**src/rtl/serial_link_perf_pkg.sv**
```systemverilog
// Shared types for the serial-link performance measurement window controller.
package serial_link_perf_pkg;

  typedef enum logic [1:0] {
    PerfIdle  = 2'd0,
    PerfArmed = 2'd1,
    PerfRun   = 2'd2,
    PerfDone  = 2'd3
  } perf_state_e;

  typedef enum logic {
    TrigImmediate  = 1'b0,
    TrigFirstEvent = 1'b1
  } trig_mode_e;

  function automatic int unsigned max_width(input int unsigned a, input int unsigned b);
    return (a > b) ? a : b;
  endfunction

endpackage

```
**src/rtl/serial_link_sat_counter.sv**
```systemverilog
// Saturating up-counter with a sticky overflow flag; holds at all-ones instead of wrapping.
module serial_link_sat_counter #(
  parameter int unsigned Width = 32
) (
  input  logic             clk_i,
  input  logic             rst_i,
  input  logic             clr_i,
  input  logic             en_i,
  output logic [Width-1:0] cnt_o,
  output logic             ovf_o
);

  logic [Width-1:0] cnt_d, cnt_q;
  logic             ovf_d, ovf_q;

  always_comb begin
    cnt_d = cnt_q;
    ovf_d = ovf_q;
    if (clr_i) begin
      cnt_d = '0;
      ovf_d = 1'b0;
    end else if (en_i) begin
      if (&cnt_q) begin
        ovf_d = 1'b1;
      end else begin
        cnt_d = cnt_q + Width'(1);
      end
    end
  end

  always_ff @(posedge clk_i) begin
    if (rst_i) begin
      cnt_q <= '0;
      ovf_q <= 1'b0;
    end else begin
      cnt_q <= cnt_d;
      ovf_q <= ovf_d;
    end
  end

  assign cnt_o = cnt_q;
  assign ovf_o = ovf_q;

endmodule

```
**src/rtl/serial_link_perf_window_ctrl.sv**
```systemverilog
// Measurement-window controller: arm, optional trigger, count cycles/events for a window, then freeze.
module serial_link_perf_window_ctrl
  import serial_link_perf_pkg::*;
#(
  parameter int unsigned CntWidth  = 32,
  parameter int unsigned WinWidth  = 32,
  parameter int unsigned NumEvents = 4
) (
  input  logic                          clk_i,
  input  logic                          rst_i,
  input  logic                          start_i,
  input  logic                          stop_i,
  input  logic                          clear_i,
  input  logic                          trig_mode_i,
  input  logic [WinWidth-1:0]           window_i,
  input  logic [NumEvents-1:0]          evt_i,
  output logic [1:0]                    state_o,
  output logic                          busy_o,
  output logic                          done_o,
  output logic [CntWidth-1:0]           cycles_o,
  output logic [NumEvents*CntWidth-1:0] evt_cnt_o,
  output logic [NumEvents:0]            overflow_o
);

  localparam int unsigned CmpWidth = max_width(CntWidth, WinWidth);

  perf_state_e         state_d, state_q;
  logic [WinWidth-1:0] window_d, window_q;
  trig_mode_e          mode_d, mode_q;
  logic                busy_d, busy_q;
  logic                done_d, done_q;

  logic                cnt_en_c;
  logic                cnt_clr_c;
  logic [CntWidth-1:0] cyc_inc_c;
  logic                win_hit_c;

  // Value the cycle counter takes if this cycle is counted; saturation keeps it pinned.
  assign cyc_inc_c = (&cycles_o) ? cycles_o : cycles_o + CntWidth'(1);
  assign win_hit_c = (window_q != '0) &&
                     (CmpWidth'(cyc_inc_c) == CmpWidth'(window_q));

  always_comb begin
    state_d   = state_q;
    window_d  = window_q;
    mode_d    = mode_q;
    cnt_en_c  = 1'b0;
    cnt_clr_c = 1'b0;
    if (clear_i) begin
      state_d   = PerfIdle;
      cnt_clr_c = 1'b1;
    end else begin
      unique case (state_q)
        PerfIdle, PerfDone: begin
          if (start_i) begin
            window_d  = window_i;
            mode_d    = trig_mode_e'(trig_mode_i);
            cnt_clr_c = (state_q == PerfDone);
            state_d   = (trig_mode_i == 1'b1) ? PerfArmed : PerfRun;
          end
        end
        PerfArmed: begin
          if (stop_i) begin
            state_d = PerfDone;
          end else if (|evt_i) begin
            cnt_en_c = 1'b1;
            state_d  = win_hit_c ? PerfDone : PerfRun;
          end
        end
        PerfRun: begin
          if (stop_i) begin
            state_d = PerfDone;
          end else begin
            cnt_en_c = 1'b1;
            if (win_hit_c) begin
              state_d = PerfDone;
            end
          end
        end
        default: state_d = PerfIdle;
      endcase
    end
    busy_d = (state_d == PerfArmed) || (state_d == PerfRun);
    done_d = (state_d == PerfDone);
  end

  always_ff @(posedge clk_i) begin
    if (rst_i) begin
      state_q  <= PerfIdle;
      window_q <= '0;
      mode_q   <= TrigImmediate;
      busy_q   <= 1'b0;
      done_q   <= 1'b0;
    end else begin
      state_q  <= state_d;
      window_q <= window_d;
      mode_q   <= mode_d;
      busy_q   <= busy_d;
      done_q   <= done_d;
    end
  end

  serial_link_sat_counter #(.Width(CntWidth)) u_cyc_cnt (
    .clk_i (clk_i),
    .rst_i (rst_i),
    .clr_i (cnt_clr_c),
    .en_i  (cnt_en_c),
    .cnt_o (cycles_o),
    .ovf_o (overflow_o[NumEvents])
  );

  for (genvar i = 0; i < NumEvents; i++) begin : g_evt_cnt
    serial_link_sat_counter #(.Width(CntWidth)) u_evt_cnt (
      .clk_i (clk_i),
      .rst_i (rst_i),
      .clr_i (cnt_clr_c),
      .en_i  (cnt_en_c & evt_i[i]),
      .cnt_o (evt_cnt_o[i*CntWidth +: CntWidth]),
      .ovf_o (overflow_o[i])
    );
  end

  assign state_o = state_q;
  assign busy_o  = busy_q;
  assign done_o  = done_q;

endmodule

```
**config.mk**
```make
export PLATFORM = sky130hd
export DESIGN_NAME = serial_link_perf_window_ctrl
export DESIGN_NICKNAME = d
export VERILOG_FILES = /design/src/rtl/serial_link_perf_pkg.sv /design/src/rtl/serial_link_sat_counter.sv /design/src/rtl/serial_link_perf_window_ctrl.sv
export SDC_FILE = /design/constraint.sdc
export NUM_CORES = 1
export LEC_CHECK = 0
export ABC_AREA = 1
export BUFFER_PORTS_ARGS = -buffer_cell sky130_fd_sc_hd__buf_2
export CORE_MARGIN = 2
export CORE_UTILIZATION = 40
export DETAILED_ROUTE_END_ITERATION = 12
export GPL_TIMING_DRIVEN = 0
export PLACE_DENSITY = 0.65
export SKIP_LAST_GASP = 1
export SYNTH_ARGS = -nofsm -noshare
export SYNTH_HDL_FRONTEND = slang
export SYNTH_HIERARCHICAL = 1
export SYNTH_SLANG_ARGS = --single-unit
```
**constraint.sdc**
```tcl
create_clock -name clk_i -period 9.44 [get_ports clk_i]
set_input_delay 0.472 -clock clk_i [delete_from_list [all_inputs] [get_ports clk_i]]
set_output_delay 0.472 -clock clk_i [all_outputs]
set_load 0.03 [all_outputs]
```
==> results.md <==
* Clk Latency, worst-skew pair at 0.53 ns
* All-Layer GR Usage at 0.2518
* Htree depth at 1
* Crit-path leading delay family: simple AND/OR/NAND/NOR gates
* Multi-input gate area at 0.008441 mm2
* #FFs+latches synth at 201
* Gp weighted congestion at 0.9803
* Hold Buf Count CTS at 0
* Synth Warn # at 6
* Initial DRC count at 1,208
* # setup viols final at 0
* Tmin final at 3.348 ns
* Worst Path Required at 9.86 ns
* Die area at 0.03558 mm2
* Post-Syn Area at 0.01364 mm2
* Global-route wire length before repair at 73,330 um
* Storage cell area at 0.004024 mm2
* Pin count of the biggest net entering global routing at 13
* Dominant synthesized flop cell: dfxtp_1
* CP Capture Type: register
* Initial antenna violation count at 0
* Worst-path clk slew at 0.06 ns
* DRT antenna net count at 0
* Critical-path top delay cell: nor2_1
* Final hold vios at 0
* Via count at 15,350
* Max-Slew Margin vs Limit at 0.5392
* Max Buffers Root-to-Sink at 3
* Post-Layout Inst Area at 0.01615 mm2
* Clock Skew at 0.01456 ns
* Post-CTS Setup Bufs at 0
* RSZ-0062 raised after global routing: no
* CTS Buf Count at 25
* Crit path launch type: register
* Number of diodes at 0
* Vias per cell at 5.201
* Number of synthesized flops with an enable pin at 0
* Syn nets at 2,301
* Lkg Pwr at 6.526 nW
* Overall routed net length at 45,590 um
* Avg WL per Cell at 15.45 um
* Post-cts sizing count at 0
* Final setup TNS at 0 ns
* Worst path max stage delay at 0.44 ns
* Cells on Worst Hold Path at 2
* Worst vdd ir at 108.4 uV
* Max FO, Critical Path at 8
* Commonest non-fill, non-tap cells in the layout: nand2_1, nor2_1, buf_2
* Die height at 188.6 um
* CTS sink cnt at 201
* Ranking of synthesized cells by area: dfxtp_1, nand2_1, nor2_1, nand3_1, inv_1
* Final hold slack at 0.1973 ns
* Share of layout cells above drive strength 1 at 0.1850
* Number of fillers in the final layout at 3,541
* Synth async-reset ratio at 0
* Nets at 2,539
* Hold crit path type: primary input to register
* Num rows at 67
* Critical Path Stages at 14
* PwrDens at 125.6 mW/mm2
* Leading area contributor after synthesis: dfxtp_1
* Post-Synthesis Cells at 2,248
* Overflow after GRT at 0
* Final Slew Violations at 0
* Critical path buffers and inverters at 5
* Max Freq at 0.2987 GHz
* Share of the synthesized area in the top cell type at 0.2951
* Kind of critical path: register to register
* Distinct cells, synth at 36
* Core area at 0.03353 mm2
* Starting Density at 0.4066
* I/O Pins at 211
* Worst Tran Pin Value at 0.6859 ns
* WP data arrival at 3.76 ns
* Die width at 188.6 um
* Vias in the first global route at 14,310
* DRC viols at 0
* Area growth from synthesis to layout at 18.47%
* Post-Syn Area per Cell at 6.066 um2
* Tot Pwr at 0.002029 W
* DP HPWL at 35,000 um
* Sequential share of the synthesized area at 0.2951
* CTS Root Cell: clkbuf_16
* 1st-pass router iterations at 6
* Placed cell area at 0.01526 mm2
* Commonest non-fill, non-tap cell in the layout: nand2_1
* Outcome: completed
* Max_cap viols at 0
* Fin crit share at 0.3547
* I/O Buffers at 210
* Cells on worst reg2reg path at 14
* CTS tree: done
* CP cell instances: inv_1 -> ha_1 -> inv_1 -> nor4_2 -> buf_4 -> inv_1 -> nor2_1 -> inv_2 -> nor2_1 -> nand2_1 -> nor3_1 -> nand3_1 -> nand2_1 -> nor2_1
[worst paths after layout]
check / from / end / slack [ns]
setup / recovery: state_o[0] / g_evt_cnt[3].u_evt_cnt/cnt_o[21] / 6.09
hold / removal: clear_i / state_o[1] / 0.20
setup reg to reg: state_o[0] / g_evt_cnt[3].u_evt_cnt/cnt_o[21] / 6.09
hold reg to reg: u_cyc_cnt/ovf_o / u_cyc_cnt/ovf_o / 0.47
[state kept, by name, summed over array words and instances, names as in the netlist]
name	flops
g_evt_cnt.u_evt_cnt/cnt_o	128
u_cyc_cnt/cnt_o	32
window_q	32
g_evt_cnt.u_evt_cnt/ovf_o	4
state_o	2
busy_o	1
done_o	1
u_cyc_cnt/ovf_o	1
[where the power goes]
| group | internal (W) | switching [W] | total [W] |
|---|---|---|---|
| clock network | 0.000659 | 0.000381 | 0.00104 |
| logic | 0.0000415 | 0.0000771 | 0.000119 |
| registers | 0.000861 | 0.00000964 | 0.000870 |
| total | 0.00156 | 0.000468 | 0.00203 |
[worst register-to-register path, stage by stage (launching register included)]
cell and delay [ns]:
dfxtp_1 0.42, inv_1 0.11, ha_1 0.40, inv_1 0.08, nor4_2 0.27, buf_4 0.22, inv_1 0.12, nor2_1 0.44
inv_2 0.22, nor2_1 0.21, nand2_1 0.13, nor3_1 0.39, nand3_1 0.13, nand2_1 0.07, nor2_1 0.03
[kinds of logic after synthesis]
logic type | after synthesis | share of synthesized area
buffers and inverters | 274 | 0.08635
and+or+nand+nor | 1574 | 0.5286
AOI/OAI and AO/OA | 179 | 0.07405
xor gates and xnor gates | 9 | 0.005781
adders and majority gates | 11 | 0.01009
DFF | 201 | 0.2951
[metal layers]
metal	routed length (um)	share of wire	track usage	vias to the layer above
met5	0	0	0	-
met4	1492	0.033	0.09405	0
met3	3067	0.067	0.03110	104
met2	21170	0.46	0.4236	541
met1	19870	0.44	0.3298	6999
li1	-	-	-	7703
[area by class of cell]
cell class,instances,share of cell area
tap,448,0.03470
sequential,201,0.2491
buffer,49,0.02060
timing repair buffer,211,0.06553
multi-input combinational,1773,0.5225
inverter,225,0.05228
clock inverter,11,0.01162
clock buffer,33,0.04368
[through the flow]
step,std cells,setup WS (ns),util
after floorplan,2248,6.155,-
after global placement,2906,4.900,0.4547
after detailed placement,2907,6.126,0.4551
after CTS,2951,6.110,0.4818
after global routing,2951,5.801,0.4818
final,2951,6.092,0.4818
[Yosys cell counts, types with 3 or more instances]
library cell / count
a211oi_1: 27
a21oi_1: 106
a21oi_2: 5
a31oi_1: 10
buf_1: 6
buf_2: 17
buf_6: 17
clkbuf_1: 9
clkinv_1: 5
dfxtp_1: 201
ha_1: 11
inv_1: 202
inv_2: 18
nand2_1: 629
nand2_2: 38
nand2_4: 7
nand3_1: 181
nand3_2: 29
nand3_4: 5
nand3b_1: 10
nand4_1: 71
nor2_1: 493
nor2_2: 40
nor2_4: 26
nor2_8: 6
nor3_1: 29
nor3b_1: 5
o21ai_0: 23
o21bai_1: 5
xnor2_1: 6
xor2_1: 3
(Power assumes the default switching activity.)
